File: config.mk
export PLATFORM = sky130hd
export DESIGN_NAME = alu_exec_unit
export DESIGN_NICKNAME = d
export VERILOG_FILES = /design/src/rtl/alu_exec_unit.sv
export SDC_FILE = /design/constraint.sdc
export NUM_CORES = 1
export LEC_CHECK = 0
export ABC_AREA = 1
export CELL_PAD_IN_SITES_DETAIL_PLACEMENT = 1
export CELL_PAD_IN_SITES_GLOBAL_PLACEMENT = 2
export CORE_AREA = 5 5 160 223
export DETAILED_ROUTE_END_ITERATION = 10
export DIE_AREA = 0 0 165 228
export PLACE_DENSITY = 0.79
export SKIP_LAST_GASP = 1
export SLEW_MARGIN = 15
export SYNTH_ARGS = -nofsm -noshare
export SYNTH_HDL_FRONTEND = slang
export SYNTH_SLANG_ARGS = --single-unit
File: constraint.sdc
create_clock -name i_clk -period 2 [get_ports i_clk]
set_clock_uncertainty 0.2 [all_clocks]
set_input_delay 0.4 -clock i_clk [delete_from_list [all_inputs] [get_ports i_clk]]
set_output_delay 0.4 -clock i_clk [all_outputs]
set_load 0.02 [all_outputs]
File: src/rtl/alu_exec_unit.sv
// alu_exec_unit: execute-stage ALU between ALU control and writeback/branch compare.
// AND/OR/ADD/SUB finish on the accept edge; SLL/SRL shift one bit per cycle.
// One request in flight: a new request is taken only in IDLE, and a result
// is held in DONE until the consumer takes it.
module alu_exec_unit #(
  parameter int WIDTH = 32,
  parameter int SH_W  = 5
) (
  input  logic             i_clk,
  input  logic             i_rst_n,
  input  logic             i_in_valid,
  output logic             o_in_ready,
  input  logic [3:0]       i_select,
  input  logic [WIDTH-1:0] i_op_a,
  input  logic [WIDTH-1:0] i_op_b,
  output logic             o_out_valid,
  input  logic             i_out_ready,
  output logic [WIDTH-1:0] o_result,
  output logic             o_zero,
  output logic             o_ovf,
  output logic             o_illegal
);

  localparam logic [3:0] SEL_AND = 4'b0000;
  localparam logic [3:0] SEL_OR  = 4'b0001;
  localparam logic [3:0] SEL_ADD = 4'b0010;
  localparam logic [3:0] SEL_SUB = 4'b0110;
  localparam logic [3:0] SEL_SLL = 4'b0011;
  localparam logic [3:0] SEL_SRL = 4'b0100;

  typedef enum logic [1:0] {
    S_IDLE  = 2'd0,
    S_SHIFT = 2'd1,
    S_DONE  = 2'd2
  } state_t;

  state_t           r_state;
  state_t           w_stateNext;
  logic [WIDTH-1:0] r_result;
  logic [WIDTH-1:0] w_resultNext;
  logic [SH_W-1:0]  r_count;
  logic [SH_W-1:0]  w_countNext;
  logic             r_shiftLeft;
  logic             w_shiftLeftNext;
  logic             r_zero;
  logic             w_zeroNext;
  logic             r_ovf;
  logic             w_ovfNext;
  logic             r_illegal;
  logic             w_illegalNext;

  logic [WIDTH-1:0] w_sum;
  logic [WIDTH-1:0] w_diff;
  logic             w_addOvf;
  logic             w_subOvf;
  logic [SH_W-1:0]  w_shamt;
  logic [WIDTH-1:0] w_shifted;

  // Arithmetic, overflow detection and the single-bit shift step shared by the FSM.
  always_comb begin
    w_sum     = i_op_a + i_op_b;
    w_diff    = i_op_a - i_op_b;
    w_addOvf  = (i_op_a[WIDTH-1] == i_op_b[WIDTH-1]) && (w_sum[WIDTH-1] != i_op_a[WIDTH-1]);
    w_subOvf  = (i_op_a[WIDTH-1] != i_op_b[WIDTH-1]) && (w_diff[WIDTH-1] != i_op_a[WIDTH-1]);
    w_shamt   = i_op_b[SH_W-1:0];
    w_shifted = r_shiftLeft ? {r_result[WIDTH-2:0], 1'b0} : {1'b0, r_result[WIDTH-1:1]};
  end

  // Next-state and next-datapath logic; every register holds unless a branch below updates it.
  always_comb begin
    w_stateNext     = r_state;
    w_resultNext    = r_result;
    w_countNext     = r_count;
    w_shiftLeftNext = r_shiftLeft;
    w_zeroNext      = r_zero;
    w_ovfNext       = r_ovf;
    w_illegalNext   = r_illegal;

    case (r_state)
      S_IDLE: begin
        if (i_in_valid) begin
          w_ovfNext     = 1'b0;
          w_illegalNext = 1'b0;
          w_stateNext   = S_DONE;
          case (i_select)
            SEL_AND: w_resultNext = i_op_a & i_op_b;
            SEL_OR:  w_resultNext = i_op_a | i_op_b;
            SEL_ADD: begin
              w_resultNext = w_sum;
              w_ovfNext    = w_addOvf;
            end
            SEL_SUB: begin
              w_resultNext = w_diff;
              w_ovfNext    = w_subOvf;
            end
            SEL_SLL, SEL_SRL: begin
              w_resultNext    = i_op_a;
              w_countNext     = w_shamt;
              w_shiftLeftNext = (i_select == SEL_SLL);
              if (w_shamt != '0) begin
                w_stateNext = S_SHIFT;
              end
            end
            default: begin
              w_resultNext  = '0;
              w_illegalNext = 1'b1;
            end
          endcase
        end
      end
      S_SHIFT: begin
        w_resultNext = w_shifted;
        w_countNext  = r_count - SH_W'(1);
        if (r_count == SH_W'(1)) begin
          w_stateNext = S_DONE;
        end
      end
      S_DONE: begin
        if (i_out_ready) begin
          w_stateNext = S_IDLE;
        end
      end
      default: w_stateNext = S_IDLE;
    endcase

    if ((r_state != S_DONE) && (w_stateNext == S_DONE)) begin
      w_zeroNext = (w_resultNext == '0);
    end
  end

  // State and datapath registers; reset abandons any operation in flight.
  always_ff @(posedge i_clk or negedge i_rst_n) begin
    if (!i_rst_n) begin
      r_state     <= S_IDLE;
      r_result    <= '0;
      r_count     <= '0;
      r_shiftLeft <= 1'b0;
      r_zero      <= 1'b1;
      r_ovf       <= 1'b0;
      r_illegal   <= 1'b0;
    end else begin
      r_state     <= w_stateNext;
      r_result    <= w_resultNext;
      r_count     <= w_countNext;
      r_shiftLeft <= w_shiftLeftNext;
      r_zero      <= w_zeroNext;
      r_ovf       <= w_ovfNext;
      r_illegal   <= w_illegalNext;
    end
  end

  assign o_in_ready  = (r_state == S_IDLE);
  assign o_out_valid = (r_state == S_DONE);
  assign o_result    = r_result;
  assign o_zero      = r_zero;
  assign o_ovf       = r_ovf;
  assign o_illegal   = r_illegal;

endmodule

==> metrics <==
CP endpoint kind=flip-flop; routed vias/inst=5.08; full die area=37600 um2; gpl congestion=0.943; Worst Hold Class=input pin to async pin; nets@finish=2327; worst skew pair latency=300 ps; placed insts=2483; largest family of logic cells by synthesized area=simple AND/OR/NAND/NOR gates; die width=165 um; router iterations before antenna repair=5; clock group share of total power=13.8%; ys async rst share=100%; WS Path Type=input pin to flip-flop; mux cell area share after synthesis=0%; sequential fraction of the synthesis area=12.2%; Area Growth Syn to Fin=102%; switch share=46.3%; All-Layer GR Usage=25.2%; violated checks=hold timing, setup timing; io pins=109; DR vias=13200; CTS tree=done; wire per inst=20.7 um; DRC=0; grt total ovfl=0; Clock Sinks=43; CTS clock-pin slew for the worst setup and hold paths=70 ps; first-pass GRT wire length=75500 um; hpwl dp=38700 um; Final Hold Fails=14; CTS Root Cell=clkbuf_16; Main synth FF type=dfrtp_1; xor/xnor share of the synthesized area=0.198%; pwr dens=438 nW/um2; chip height=228 um; htree depth=2; vias in the first global route=14100; min Tclk post-route=2850 ps; Cell Rows=79; buffers plus inverters on the worst setup path=4; fmax=0.350 GHz; CP required=2030 ps; synthesized flop and latch total=43; Post-Syn Instances=1620; status=finished with violations; initial core utilization=26.7%; slowest cell delay on critical path=380 ps; Final Cycle Share=143%; fin cells=2597; Critical-path top delay cell=fa_2; worst-margin pin slew=594 ps; Post-Syn Nets=1796; total core area=33200 um2; sequential share of power=14.8%; post-synthesis instance area=8850 um2; count of final max-slew check failures=0; largest buffer count on any clock path=2; Final WS setup=-853 ps; final setup vio count=31; CP Cell Sequence=buf_12 > buf_6 > ha_4 > inv_4 > fa_2 > inv_2 > nand3_4 > nand3_4 > nand2_1 > nand3_1 > o211ai_1 > nand2_1 > nand3_2 > nor2_2 > nand2_2 > nor2_4 > nand3_2 > nor2_2 > nand3_1 > nand2_1; setup_tns=-10050 ps; PortBufs=108; Synth Area in Adders=14.9%; antenna diode count=0; Hold WS=-17.5 ps; Gate power share=71.3%; Max FO, Critical Path=4; crit path launch type=input pin; number of antenna violations at the first check in global routing=0; mean post-synth cell area=5.47 um2; cell mode on critical path=nand2_1; Synth cell types=43; Num CTS Buffers=5; First DRT Iteration DRCs=625; hold_buf cts=0; Psw=3.63 mW; unrepaired setup endpoints after global routing=true; headroom to the max-slew limit=60.4%; crit path DAT=2890 ps; max-cap viol count=0; Post-DRT Antenna Nets=0; Max VDD drop=0.000380 V; Synth Area in Compound Gates=12.5%; number of flops mapped to enable cells by yosys=0; delay-heaviest family, CP=simple AND/OR/NAND/NOR gates; Yosys warnings=0; Synth Area in Simple Gates=43.5%; internal power=4.21 mW; Static Leakage=9.28 nW; pin count of the biggest net entering global routing=44; final wirelength=53800 um; ratio of cells with drive above 1 in the final layout=59.5%
## layout by cell type (no fill, tap or decap), types with 29 or more instances in the layout
| cell | synthesis | layout |
|---|---|---|
| ha_4 | 0 | 34 |
| a21oi_1 | 74 | 38 |
| clkdlybuf4s50_1 | 0 | 35 |
| ha_1 | 102 | 45 |
| nor2_2 | 6 | 35 |
| nor2_1 | 138 | 40 |
| inv_1 | 317 | 171 |
| buf_4 | 8 | 367 |
| nand3_4 | 0 | 30 |
| buf_6 | 0 | 84 |
| nand3_2 | 2 | 89 |
| nand2_2 | 3 | 150 |
| dfrtp_1 | 42 | 42 |
| nor2_4 | 1 | 70 |
| inv_2 | 5 | 130 |
| a22oi_1 | 29 | 29 |
| nand2_4 | 1 | 78 |
| nand3_1 | 196 | 79 |
| nand2_1 | 512 | 280 |
## power groups by stage
stage | Sequential (mW) | Clock (mW) | Combinational (mW)
after CTS | 1.16 | 1.08 | 4.89
after detailed placement | 1.17 | 0 | 4.04
after global routing | 1.18 | 1.12 | 5.95
final | 1.16 | 1.09 | 5.59
after global placement | 1.17 | 0 | 3.95
after floorplan | 1.24 | 0 | 1.91
## area by class of cell
| type | instances | area, um2 |
|---|---|---|
| Sequential cell | 43 | 1080 |
| Clock buffer | 6 | 129 |
| Multi-Input combinational cell | 1202 | 9680 |
| Fill cell | 4129 | 15300 |
| Clock inverter | 2 | 60.1 |
| Timing Repair Buffer | 577 | 5110 |
| Tap cell | 445 | 557 |
| Inverter | 322 | 1300 |
## Yosys cell counts (all sizes together) (25+ instances only)
library cell	n	share of area, %
nand2	516	22
inv	322	14
nand3	198	11
nor2	145	6.4
ha	102	14
a21oi	77	4.5
dfrtp	42	12
buf	41	2.5
o21ai	36	2.0
a22oi	29	2.5
o22ai	28	2.0
nand4	25	1.8
## flip-flops by register name (all words and copies together), names as in the netlist
register / cells
r_shiftLeft: 1
o_zero: 1
r_count: 5
o_result: 32
r_state: 2
o_ovf: 1
o_illegal: 1
## worst reg2reg max path: cells and delay by family (launching register included)
kind	cells	cell delay [ps]
buffers and inverters	4	540
flip-flops	1	400
AND/OR/NAND/NOR	10	950
AO/OA/AOI/OAI	1	310
## repair_timing
| action | 4_1_cts | 5_1_grt |
|---|---|---|
| pin swaps | 283 | 243 |
| gates resized for setup | 826 | 328 |
| setup buffers | 70 | 46 |
| setup endpoints to repair | 43 | 42 |
| gates cloned | 0 | 3 |
## cell families after synthesis
group,count (synthesis)
AO/OA/AOI/OAI,186
XOR/XNOR,2
adder cells (fa/ha/maj),104
buffers and inverters,375
flip-flops,43
AND/OR/NAND/NOR,910
## worst paths after layout
path / start / to / slack [ps] / cells past startpoint
min reg2reg: o_zero / o_zero / 290 / 2
max: i_op_a[0] / o_zero / -850 / 20
min: i_rst_n / o_result[29] / -20 / 2
min in group i_clk: o_zero / o_zero / 290 / 2
max reg2reg: r_state[0] / o_zero / -470 / 15
max in group asynchronous: i_rst_n / o_result[2] / 1200 / 2
## layer usage
layer / vias up / share of wire, % / track usage [%]
met1: 6478 / 35 / 26.1
met5: - / 0 / 0
li1: 6158 / - / -
met2: 359 / 54 / 49.1
met3: 192 / 2.8 / 1.66
met4: 0 / 8.2 / 13.1
## stage by stage
stage	hold WS (ps)	area [um2]	setup slack, ps	util, %	power (mW)
6_report	-17.5	17900	-853	53.9	7.84
5_1_grt	31.3	17900	-997	53.9	8.24
4_1_cts	8.75	16500	-689	49.7	7.13
3_5_place_dp	272	13800	-1730	41.5	5.22
3_3_place_gp	273	13800	-1670	41.5	5.12
2_1_floorplan	-95.6	9650	-457	-	3.16
Note: power is estimated with default switching activity, not from simulation.
